### src/rtl/video_pkg.sv
// Shared types and constants for the raster timing generator and the TMDS encoders.
//   seg_state_t   : segment of one raster axis (active, front porch, sync, back porch)
//   axis_timing_t : segment lengths for one axis, in pixels or lines
//   TMDS_CTRL_*   : 10-bit TMDS control tokens, indexed by ctrl = {c1,c0}
package video_pkg;

  localparam logic [1:0] SEG_ACT  = 2'd0;
  localparam logic [1:0] SEG_FP   = 2'd1;
  localparam logic [1:0] SEG_SYNC = 2'd2;
  localparam logic [1:0] SEG_BP   = 2'd3;

  typedef enum logic [1:0] {
    ACT  = SEG_ACT,
    FP   = SEG_FP,
    SYNC = SEG_SYNC,
    BP   = SEG_BP
  } seg_state_t;

  typedef struct packed {
    logic [11:0] active;
    logic [11:0] fp;
    logic [11:0] sync;
    logic [11:0] bp;
  } axis_timing_t;

  localparam logic [9:0] TMDS_CTRL_00 = 10'b1101010100;
  localparam logic [9:0] TMDS_CTRL_01 = 10'b0010101011;
  localparam logic [9:0] TMDS_CTRL_10 = 10'b0101010100;
  localparam logic [9:0] TMDS_CTRL_11 = 10'b1010101011;

  // Length-1 of the given segment; used to reload the segment down-counter.
  function automatic logic [11:0] seg_len_m1(input seg_state_t s, input axis_timing_t t);
    logic [11:0] len;
    case (s)
      ACT:     len = t.active;
      FP:      len = t.fp;
      SYNC:    len = t.sync;
      default: len = t.bp;
    endcase
    return len - 12'd1;
  endfunction

  function automatic seg_state_t seg_next(input seg_state_t s);
    seg_state_t n;
    case (s)
      ACT:     n = FP;
      FP:      n = SYNC;
      SYNC:    n = BP;
      default: n = ACT;
    endcase
    return n;
  endfunction

endpackage

### src/rtl/vtg_axis_counter.sv
// One raster axis: segment FSM with a down-counter plus an absolute position counter.
// Ports:
//   i_clk     pixel clock
//   i_rst_n   synchronous active-low reset
//   i_step    advance one position this cycle
//   i_timing  segment lengths for this axis
//   o_pos     absolute position within the axis (0 .. total-1)
//   o_state   current segment
//   o_wrap    combinational: this step leaves the last position of the axis
//
// state | meaning
// ACT   | visible pixels / lines
// FP    | front porch
// SYNC  | sync pulse
// BP    | back porch; its last position ends the axis
module vtg_axis_counter
  import video_pkg::*;
(
  input  logic         i_clk,
  input  logic         i_rst_n,
  input  logic         i_step,
  input  axis_timing_t i_timing,
  output logic [11:0]  o_pos,
  output seg_state_t   o_state,
  output logic         o_wrap
);

  seg_state_t  r_state;
  logic [11:0] r_seg_cnt;
  logic [11:0] r_pos;
  logic        w_seg_done;
  seg_state_t  w_next;

  assign w_seg_done = (r_seg_cnt == 12'd0);
  assign w_next     = seg_next(r_state);
  assign o_wrap     = i_step && w_seg_done && (r_state == BP);

  always_ff @(posedge i_clk) begin
    if (!i_rst_n) begin
      r_state   <= ACT;
      r_seg_cnt <= seg_len_m1(ACT, i_timing);
      r_pos     <= 12'd0;
    end else if (i_step) begin
      r_pos <= o_wrap ? 12'd0 : r_pos + 12'd1;
      if (w_seg_done) begin
        r_state   <= w_next;
        r_seg_cnt <= seg_len_m1(w_next, i_timing);
      end else begin
        r_seg_cnt <= r_seg_cnt - 12'd1;
      end
    end
  end

  assign o_pos   = r_pos;
  assign o_state = r_state;

endmodule

### src/rtl/video_timing_gen.sv
// Raster timing generator feeding the TMDS encoders.
// Optional feature: define VTG_PATTERN_EN to build the 8-bar colour-bar source;
// otherwise o_pat_* are tied to 0.
// Ports:
//   i_clk          pixel clock
//   i_rst_n        synchronous active-low reset (wins over i_en)
//   i_en           pixel enable; 0 freezes counters and outputs
//   o_de           data enable, high in the active area
//   o_ctrl         {vsync,hsync} at configured polarity
//   o_x, o_y       pixel column/row while o_de, else 0
//   o_frame_start  1-cycle pulse with pixel (0,0)
//   o_pat_r/g/b    colour-bar data aligned with o_de
// All outputs are registered one clock after the counter value they decode.
module video_timing_gen
  import video_pkg::*;
#(
  parameter int H_ACTIVE = 640,
  parameter int H_FP     = 16,
  parameter int H_SYNC   = 96,
  parameter int H_BP     = 48,
  parameter int V_ACTIVE = 480,
  parameter int V_FP     = 10,
  parameter int V_SYNC   = 2,
  parameter int V_BP     = 33,
  parameter bit HS_POL   = 1'b0,
  parameter bit VS_POL   = 1'b0
) (
  input  logic        i_clk,
  input  logic        i_rst_n,
  input  logic        i_en,
  output logic        o_de,
  output logic [1:0]  o_ctrl,
  output logic [11:0] o_x,
  output logic [11:0] o_y,
  output logic        o_frame_start,
  output logic [7:0]  o_pat_r,
  output logic [7:0]  o_pat_g,
  output logic [7:0]  o_pat_b
);

  localparam int H_TOTAL = H_ACTIVE + H_FP + H_SYNC + H_BP;
  localparam int V_TOTAL = V_ACTIVE + V_FP + V_SYNC + V_BP;

  if (H_ACTIVE < 1 || H_FP < 1 || H_SYNC < 1 || H_BP < 1 ||
      V_ACTIVE < 1 || V_FP < 1 || V_SYNC < 1 || V_BP < 1 ||
      H_TOTAL > 4096 || V_TOTAL > 4096) begin : g_bad_params
    $error("video_timing_gen: segment lengths must be >= 1 and totals <= 4096");
  end

  localparam axis_timing_t H_TIMING = '{
    active: 12'(H_ACTIVE), fp: 12'(H_FP), sync: 12'(H_SYNC), bp: 12'(H_BP)};
  localparam axis_timing_t V_TIMING = '{
    active: 12'(V_ACTIVE), fp: 12'(V_FP), sync: 12'(V_SYNC), bp: 12'(V_BP)};

  logic [11:0] w_h_pos;
  logic [11:0] w_v_pos;
  seg_state_t  w_h_state;
  seg_state_t  w_v_state;
  logic        w_h_wrap;
  logic        w_v_wrap;
  logic        w_v_step;
  logic        w_de;

  // The vertical axis steps on the edge that wraps the line, so a new vsync
  // state becomes visible together with h_cnt=0.
  assign w_v_step = i_en && w_h_wrap;

  vtg_axis_counter u_h_axis (
    .i_clk    (i_clk),
    .i_rst_n  (i_rst_n),
    .i_step   (i_en),
    .i_timing (H_TIMING),
    .o_pos    (w_h_pos),
    .o_state  (w_h_state),
    .o_wrap   (w_h_wrap)
  );

  vtg_axis_counter u_v_axis (
    .i_clk    (i_clk),
    .i_rst_n  (i_rst_n),
    .i_step   (w_v_step),
    .i_timing (V_TIMING),
    .o_pos    (w_v_pos),
    .o_state  (w_v_state),
    .o_wrap   (w_v_wrap)
  );

  assign w_de = (w_h_state == ACT) && (w_v_state == ACT);

  logic        r_de;
  logic [1:0]  r_ctrl;
  logic [11:0] r_x;
  logic [11:0] r_y;
  logic        r_frame_start;

  always_ff @(posedge i_clk) begin
    if (!i_rst_n) begin
      r_de          <= 1'b0;
      r_ctrl        <= {~VS_POL, ~HS_POL};
      r_x           <= 12'd0;
      r_y           <= 12'd0;
      r_frame_start <= 1'b0;
    end else if (i_en) begin
      r_de          <= w_de;
      r_ctrl[1]     <= (w_v_state == SYNC) ? VS_POL : ~VS_POL;
      r_ctrl[0]     <= (w_h_state == SYNC) ? HS_POL : ~HS_POL;
      r_x           <= w_de ? w_h_pos : 12'd0;
      r_y           <= w_de ? w_v_pos : 12'd0;
      r_frame_start <= (w_h_pos == 12'd0) && (w_v_pos == 12'd0);
    end
  end

  assign o_de          = r_de;
  assign o_ctrl        = r_ctrl;
  assign o_x           = r_x;
  assign o_y           = r_y;
  assign o_frame_start = r_frame_start;

`ifdef VTG_PATTERN_EN
  // Bar width never drops below one pixel so narrow test rasters still divide.
  localparam int BAR_W = (H_ACTIVE / 8 > 0) ? H_ACTIVE / 8 : 1;

  logic [11:0] w_bar_raw;
  logic [2:0]  w_bar;
  logic [7:0]  r_pat_r;
  logic [7:0]  r_pat_g;
  logic [7:0]  r_pat_b;

  assign w_bar_raw = w_h_pos / 12'(BAR_W);
  assign w_bar     = (w_bar_raw > 12'd7) ? 3'd7 : w_bar_raw[2:0];

  // Bar order white,yellow,cyan,green,magenta,red,blue,black falls out of the
  // index bits: red off for bars 2,3,6,7; green off for 4..7; blue off for odd.
  always_ff @(posedge i_clk) begin
    if (!i_rst_n) begin
      r_pat_r <= 8'h00;
      r_pat_g <= 8'h00;
      r_pat_b <= 8'h00;
    end else if (i_en) begin
      r_pat_r <= (w_de && !w_bar[1]) ? 8'hFF : 8'h00;
      r_pat_g <= (w_de && !w_bar[2]) ? 8'hFF : 8'h00;
      r_pat_b <= (w_de && !w_bar[0]) ? 8'hFF : 8'h00;
    end
  end

  assign o_pat_r = r_pat_r;
  assign o_pat_g = r_pat_g;
  assign o_pat_b = r_pat_b;
`else
  assign o_pat_r = 8'h00;
  assign o_pat_g = 8'h00;
  assign o_pat_b = 8'h00;
`endif

endmodule
### config.mk
export PLATFORM = sky130hd
export DESIGN_NAME = video_timing_gen
export DESIGN_NICKNAME = d
export VERILOG_FILES = /design/src/rtl/video_pkg.sv /design/src/rtl/vtg_axis_counter.sv /design/src/rtl/video_timing_gen.sv
export SDC_FILE = /design/constraint.sdc
export NUM_CORES = 1
export LEC_CHECK = 0
export BUFFER_PORTS_ARGS = -buffer_cell sky130_fd_sc_hd__buf_2
export CAP_MARGIN = 10
export CORE_UTILIZATION = 40
export CTS_BUF_LIST = sky130_fd_sc_hd__clkbuf_4 sky130_fd_sc_hd__clkbuf_8
export DETAILED_ROUTE_END_ITERATION = 8
export PLACE_DENSITY = 0.66
export SLEW_MARGIN = 15
export SYNTH_ARGS = -nofsm -noshare
export SYNTH_HDL_FRONTEND = slang
export SYNTH_SLANG_ARGS = --single-unit
### constraint.sdc
create_clock -name i_clk -period 7.4 [get_ports i_clk]
set_clock_uncertainty 0.15 [all_clocks]
set_input_delay 0.37 -clock i_clk [delete_from_list [all_inputs] [get_ports i_clk]]
set_output_delay 0.37 -clock i_clk [all_outputs]
set_load 0.05 [all_outputs]
# [After elaboration in Yosys (flattened, before gate mapping)]
# Index checks and enable logic that the tools add are counted.
[totals] ff_bits=80 output_inout_bits=52 inputBits=3
[classes] n_reduce_logical=17 muxes=24 n_eq_ne=12 add_sub_neg=8
[op_table] op="$mux W12" n=18
[op_table] op="$sub A12 B1 Y12 const B" n=6
[op_table] op="$logic_not A12 Y1" n=4
[op_table] op="$pmux W10 S3" n=1
[op_table] op="$pmux W9 S3" n=1
[op_table] op="$add A12 B1 Y12 const B" n=2
[op_table] op="$eq A2 B2 Y1 const B" n=6
[op_table] op="$pmux W2 S3" n=2
[op_table] op="$eq A2 B1 Y1 const B" n=4
[op_table] op="$logic_not A2 Y1" n=4
[op_table] op="$logic_and A1 B1 Y1" n=7
[op_table] op="$ne A2 B1 Y1 const B" n=2
[op_table] op="$reduce_and A2 Y1" n=2
[op_table] op="$mux W1" n=2

# [Longest topological paths before layout]
[logic_depth] word_depth=11 depth_mapped=10 depth_no_buf=10

# [Cells and area by module]
# From an unflattened synthesis, not the netlist that was laid out.
[hier_totals] cells_unflattened=547 hier_area_um2=5336.4
[modules_own_cells] mod="vtg_axis_counter (u_v_axis)" seq_area_each_um2=640.6 cells_per_inst=194 instances=1 area_each_um2=1939.4
[modules_own_cells] mod="vtg_axis_counter (u_h_axis)" seq_area_each_um2=640.6 cells_per_inst=194 instances=1 area_each_um2=1926.8
[modules_own_cells] mod="video_timing_gen" seq_area_each_um2=560.5 cells_per_inst=159 instances=1 area_each_um2=1470.2

# [Worst setup path after synthesis]
# OpenSTA, ideal clock, no wires.
[synth_timing] path_kind="register to register" from="register u_v_axis.r_seg_cnt[3]" to="register u_v_axis.r_seg_cnt[10], data pin" setup_slack_ns=4.829 arrival_ns=2.153 n_path_buf=2 t_required_ns=6.981 stages_incl_launch_ff=11 setup_time_ns=0.269 synth_period_minus_slack_ns=2.571 cell_sequence="edfxtp_1 > clkbuf_1 > nor2_1 > and4b_1 > buf_2 > a21oi_1 > ha_1 > nand2b_1 > a2111o_1 > nor4b_1 > mux2i_1"
[synth_via] elab_chain_len=4 word_cells_on_any_way=5 classes_between="1 x add/sub; 3 x mux; 1 x reduce/logical"
[synth_lines] item="from (decl)" line="vtg_axis_counter.sv:29" text="logic [11:0] r_seg_cnt;"
[synth_lines] item="from (signal assigned)" line="vtg_axis_counter.sv:41" text="r_seg_cnt <= seg_len_m1(ACT, i_timing);"
[synth_lines] item="from (signal assigned)" line="vtg_axis_counter.sv:47" text="r_seg_cnt <= seg_len_m1(w_next, i_timing);"
[synth_lines] item="from (signal assigned)" line="vtg_axis_counter.sv:49" text="r_seg_cnt <= r_seg_cnt - 12'd1;"
[synth_lines] item="$sub A12 B1 Y12 or $logic_not A12 Y1 (tied branches)" line="vtg_axis_counter.sv:49, vtg_axis_counter.sv:34"
[synth_lines] item="$mux W12 (*)" line="vtg_axis_counter.sv:45" text="if (w_seg_done) begin"
[synth_lines] item="$mux W12 (*)" line="vtg_axis_counter.sv:43" text="end else if (i_step) begin"
[synth_lines] item="$mux W12 (*)" line="vtg_axis_counter.sv:39" text="if (!i_rst_n) begin"
# Mark *: on every way between the ends. The rest lies on a longest branch, timed or not. The select of a mux whose other input is x is not followed.
# A chain may end at the register's enable or synchronous reset.

# [Final worst setup path]
[layout_timing] from="register u_h_axis.r_seg_cnt[3]" to="register u_v_axis.r_seg_cnt[9] (enable)"
[layout_via] elab_chain_len=5
[layout_lines] item="from (decl)" line="vtg_axis_counter.sv:29"
[layout_lines] item="from (signal assigned)" line="vtg_axis_counter.sv:41"
[layout_lines] item="from (signal assigned)" line="vtg_axis_counter.sv:47"
[layout_lines] item="from (signal assigned)" line="vtg_axis_counter.sv:49"
[layout_lines] item="$logic_not A12 Y1" line="vtg_axis_counter.sv:34" text="assign w_seg_done = (r_seg_cnt == 12'd0);"
[layout_lines] item="$logic_and A1 B1 Y1 (2 in series)" line="vtg_axis_counter.sv:36" text="assign o_wrap = i_step && w_seg_done && (r_state == BP);"
[layout_lines] item="$logic_and A1 B1 Y1" line="video_timing_gen.sv:66" text="assign w_v_step = i_en && w_h_wrap;"
[layout_lines] item="$ne A2 B1 Y1 (no line)"
# Every way passes these cells.

==> flow_metrics.py <==
metrics = {
    "detailed_routing": {
        "drt_iter0_markers": 210,
        "drt_pass1_iterations": 4,
        "vias": 2973,
        "wl_met3_um": 258,
        "wl_met1_um": 3850,
        "dr_wl_met2_um": 3880,
        "top_layer_used": "met4",
        "via_per_inst": 5.06,
        "wl_um": 8030,
        "drc": 0,
        "routedWlPerCell_um": 13.7,
        "drtAntennaViolNets": 0,
    },
    "placed_design": {
        "portBuffers": 30,
        "place.gp.congestion": 0.827,
        "hpwl_um": 5670,
    },
    "global_routing": {
        "grt_pass1_vias": 2744,
        "grt_max_degree": 28,
        "grt_pass1_wl_um": 13100,
        "antenna_found_initial": 0,
        "gr-total-overflow": 0,
        "grt_usage_pct": 15.9,
    },
    "logic_synthesis": {
        "synth_cell_types": 61,
        "netlist_area_sq_um": 4100,
        "syn_avg_cell_area_sq_um": 9.64,
        "synthFlopType": "dfxtp_1",
        "ys_seq_area_share_pct": 45.0,
        "synth_edf_count": 24,
        "netlist_instances": 425,
        "async_reset_ff_share_pct": 0,
        "synth_warnings": 0,
        "synth_seq_cells": 80,
    },
    "floorplanning": {
        "core_area_sq_um": 9860,
        "boundaryPins": 55,
        "die_y_um": 103,
        "die_w_um": 103,
        "rows": 36,
        "start_util_pct": 41.5,
        "die_area_sq_um": 10700,
    },
    "worst_setup_path": {
        "required_ns": 7.22,
        "crit_chain": "nor4_2, nand2_1, or4_4, nand2_1",
        "critical_path_class": "reg -> reg",
        "cpMostUsedCell": "nand2_1",
        "cp_top_family": "simple AND/OR/NAND/NOR gates",
        "critPathMaxFanout": 23,
        "setup.worst_path.end_class": "flop",
        "crit_buf_inv": 0,
        "start_kind": "flop",
        "cp.arrival_ns": 2.90,
        "cpMaxStageDelayCell": "nand2_1",
        "critPathMaxStageDelay_ns": 0.74,
    },
    "pwr": {
        "power.share.switching_pct": 25.6,
        "power_density_nw_per_um2": 209,
        "p_seq_share_pct": 49.5,
        "intPower_uw": 702,
        "power.static_leakage_nw": 1.69,
        "power_frac_clock_pct": 43.9,
        "worst_ir_drop_vdd_v": 0.000114,
        "fin_total_pwr_uw": 943,
        "switchingPower_uw": 241,
        "combPwrFrac_pct": 6.6,
    },
    "timing": {
        "tightest_slew_ns": 0.999,
        "fin_crit_sh_pct": 41.6,
        "finalCriticalPeriod_ns": 3.08,
        "relSlewSlack_pct": 33.3,
        "final-setup-viol-count": 0,
        "timing.setup.tns_ns": 0,
        "rsz0062_at_grt": "no",
        "drv_slew": 0,
        "whs_ns": 0.291,
        "hold_violations": 0,
        "fmax_mhz": 325,
    },
    "layout": {
        "area.growth.synth_to_final_pct": 10.0,
        "multi_input_area_sq_um": 2010,
        "antenna_cells": 0,
        "drive_gt1_share_pct": 15.0,
        "fillCellCount": 961,
        "regArea_sq_um": 1840,
        "finalNetCount": 467,
    },
    "worst_hold_path": {
        "min_path_type": "in -> reg",
    },
    "clock_network": {
        "ctsLongestPathBuffers": 2,
        "cts_tree": "yes",
        "cts_made_buffers": 9,
        "clk_pin_slew_worst_paths_ns": 0.09,
        "postCtsSetupRepairBufs": 0,
        "htreeDepth": 3,
        "insertion_delay_ns": 0.35,
        "cts_root_buf": "clkbuf_8",
        "hold_buffers": 0,
        "numClockSinks": 80,
        "cts.repair.resized": 0,
    },
    "status": {
        "run_status": "complete, no violations",
    },
    "flow_run": {
        "drv_cap": 0,
    },
}
## cells in the mapped netlist (all sizes together), types with 2 or more instances
| master | number | share of area [%] |
|---|---|---|
| xnor2 | 15 | 3.2 |
| dfxtp | 56 | 27 |
| and4 | 2 | 0.43 |
| ha | 15 | 4.6 |
| a21oi | 18 | 2.2 |
| nor4 | 12 | 2.7 |
| o31ai | 2 | 0.37 |
| and3 | 5 | 0.76 |
| edfxtp | 24 | 18 |
| a31oi | 2 | 0.31 |
| nor4b | 2 | 0.43 |
| nand3 | 13 | 1.6 |
| nor3 | 13 | 2.1 |
| or3 | 6 | 0.92 |
| xor2 | 17 | 3.6 |
| clkbuf | 11 | 1.0 |
| mux2i | 3 | 0.73 |
| a22o | 24 | 5.1 |
| o21ai | 10 | 1.3 |
| nand2b | 10 | 1.5 |
| inv | 21 | 1.9 |
| buf | 29 | 5.1 |
| nand4 | 6 | 0.92 |
| or2 | 3 | 0.46 |
| nand2 | 32 | 2.9 |
| or4 | 7 | 1.7 |
| nor2 | 42 | 3.9 |
| o31a | 2 | 0.43 |
## power groups by stage
stage | clock network (mW) | logic, mW | registers [mW]
floorplan | 0 | 0.0605 | 0.479
global placement | 0 | 0.0623 | 0.477
detailed placement | 0 | 0.0628 | 0.477
CTS | 0.423 | 0.0630 | 0.467
global route | 0.438 | 0.0685 | 0.468
finish | 0.414 | 0.0626 | 0.467
## cells by family (layout without fill, tap and decap cells)
group,count (synthesis),count (layout),share of synthesized area [%]
AND/OR/NAND/NOR,159,159,21.6
flip-flops,80,80,45.0
AO/OA/AOI/OAI,73,73,12.9
buffers and inverters,61,67,8.06
XOR/XNOR,32,32,6.84
adder cells (fa/ha/maj),15,15,4.58
multiplexers,4,4,1.01
other,1,24,0.0915
## cells in the final DEF (no fill, tap or decap), drive strengths merged, types with 2 or more instances in the layout
cell	netlist	final
dfxtp	56	56
nor4b	2	2
nor3	13	13
xnor2	15	15
and3	5	5
xor2	17	17
and4	2	2
conb	1	24
clkbuf	11	9
or2	3	3
or4	7	7
or3	6	6
mux2i	3	3
o21ai	10	10
nand2	32	32
nor4	12	12
inv	21	25
nand2b	10	10
o31a	2	2
buf	29	30
a22o	24	24
nand3	13	13
bufinv	0	3
ha	15	15
a31oi	2	2
o31ai	2	2
edfxtp	24	24
nand4	6	6
nor2	42	42
a21oi	18	18
## metal layers
layer,vias up,GRT usage (%)
li1,1517,-
met1,1400,20.9
met2,52,26.8
met3,4,3.23
met4,0,4.01
met5,-,0
## worst paths after layout
path / startpoint / endpoint / slack, ns / cells past startpoint
setup / recovery: u_h_axis.r_seg_cnt[3] / u_v_axis.r_seg_cnt[9] / 4.32 / 4
hold / removal: i_rst_n / o_ctrl[1] / 0.29 / 2
setup reg to reg: u_h_axis.r_seg_cnt[3] / u_v_axis.r_seg_cnt[9] / 4.32 / 4
hold reg to reg: o_de / o_de / 0.31 / 1
## flip-flops by register name (all words and copies together), names as in the netlist
| signal | cells |
|---|---|
| u_v_axis.o_pos | 12 |
| o_frame_start | 1 |
| u_v_axis.o_state | 2 |
| o_x | 12 |
| o_y | 12 |
| u_h_axis.o_pos | 12 |
| o_de | 1 |
| u_v_axis.r_seg_cnt | 12 |
| u_h_axis.o_state | 2 |
| o_ctrl | 2 |
| u_h_axis.r_seg_cnt | 12 |
## final cells by class
cell class	instances	share of cell area (%)
multi-input combinational	307	44.7
sequential	80	40.9
tap	133	3.69
timing repair buffer	30	3.33
clock inverter	7	2.94
clock buffer	9	2.75
inverter	21	1.75
## stage by stage
stage | cells | instance area (sq um) | util [%] | worst slack (ns)
global route | 587 | 4510 | 45.7 | 4.11
global placement | 571 | 4250 | 43.1 | 4.27
CTS | 587 | 4510 | 45.7 | 4.29
finish | 587 | 4510 | 45.7 | 4.32
floorplan | 448 | 4180 | - | 4.83
detailed placement | 571 | 4250 | 43.1 | 4.20
(Power assumes the default switching activity.)
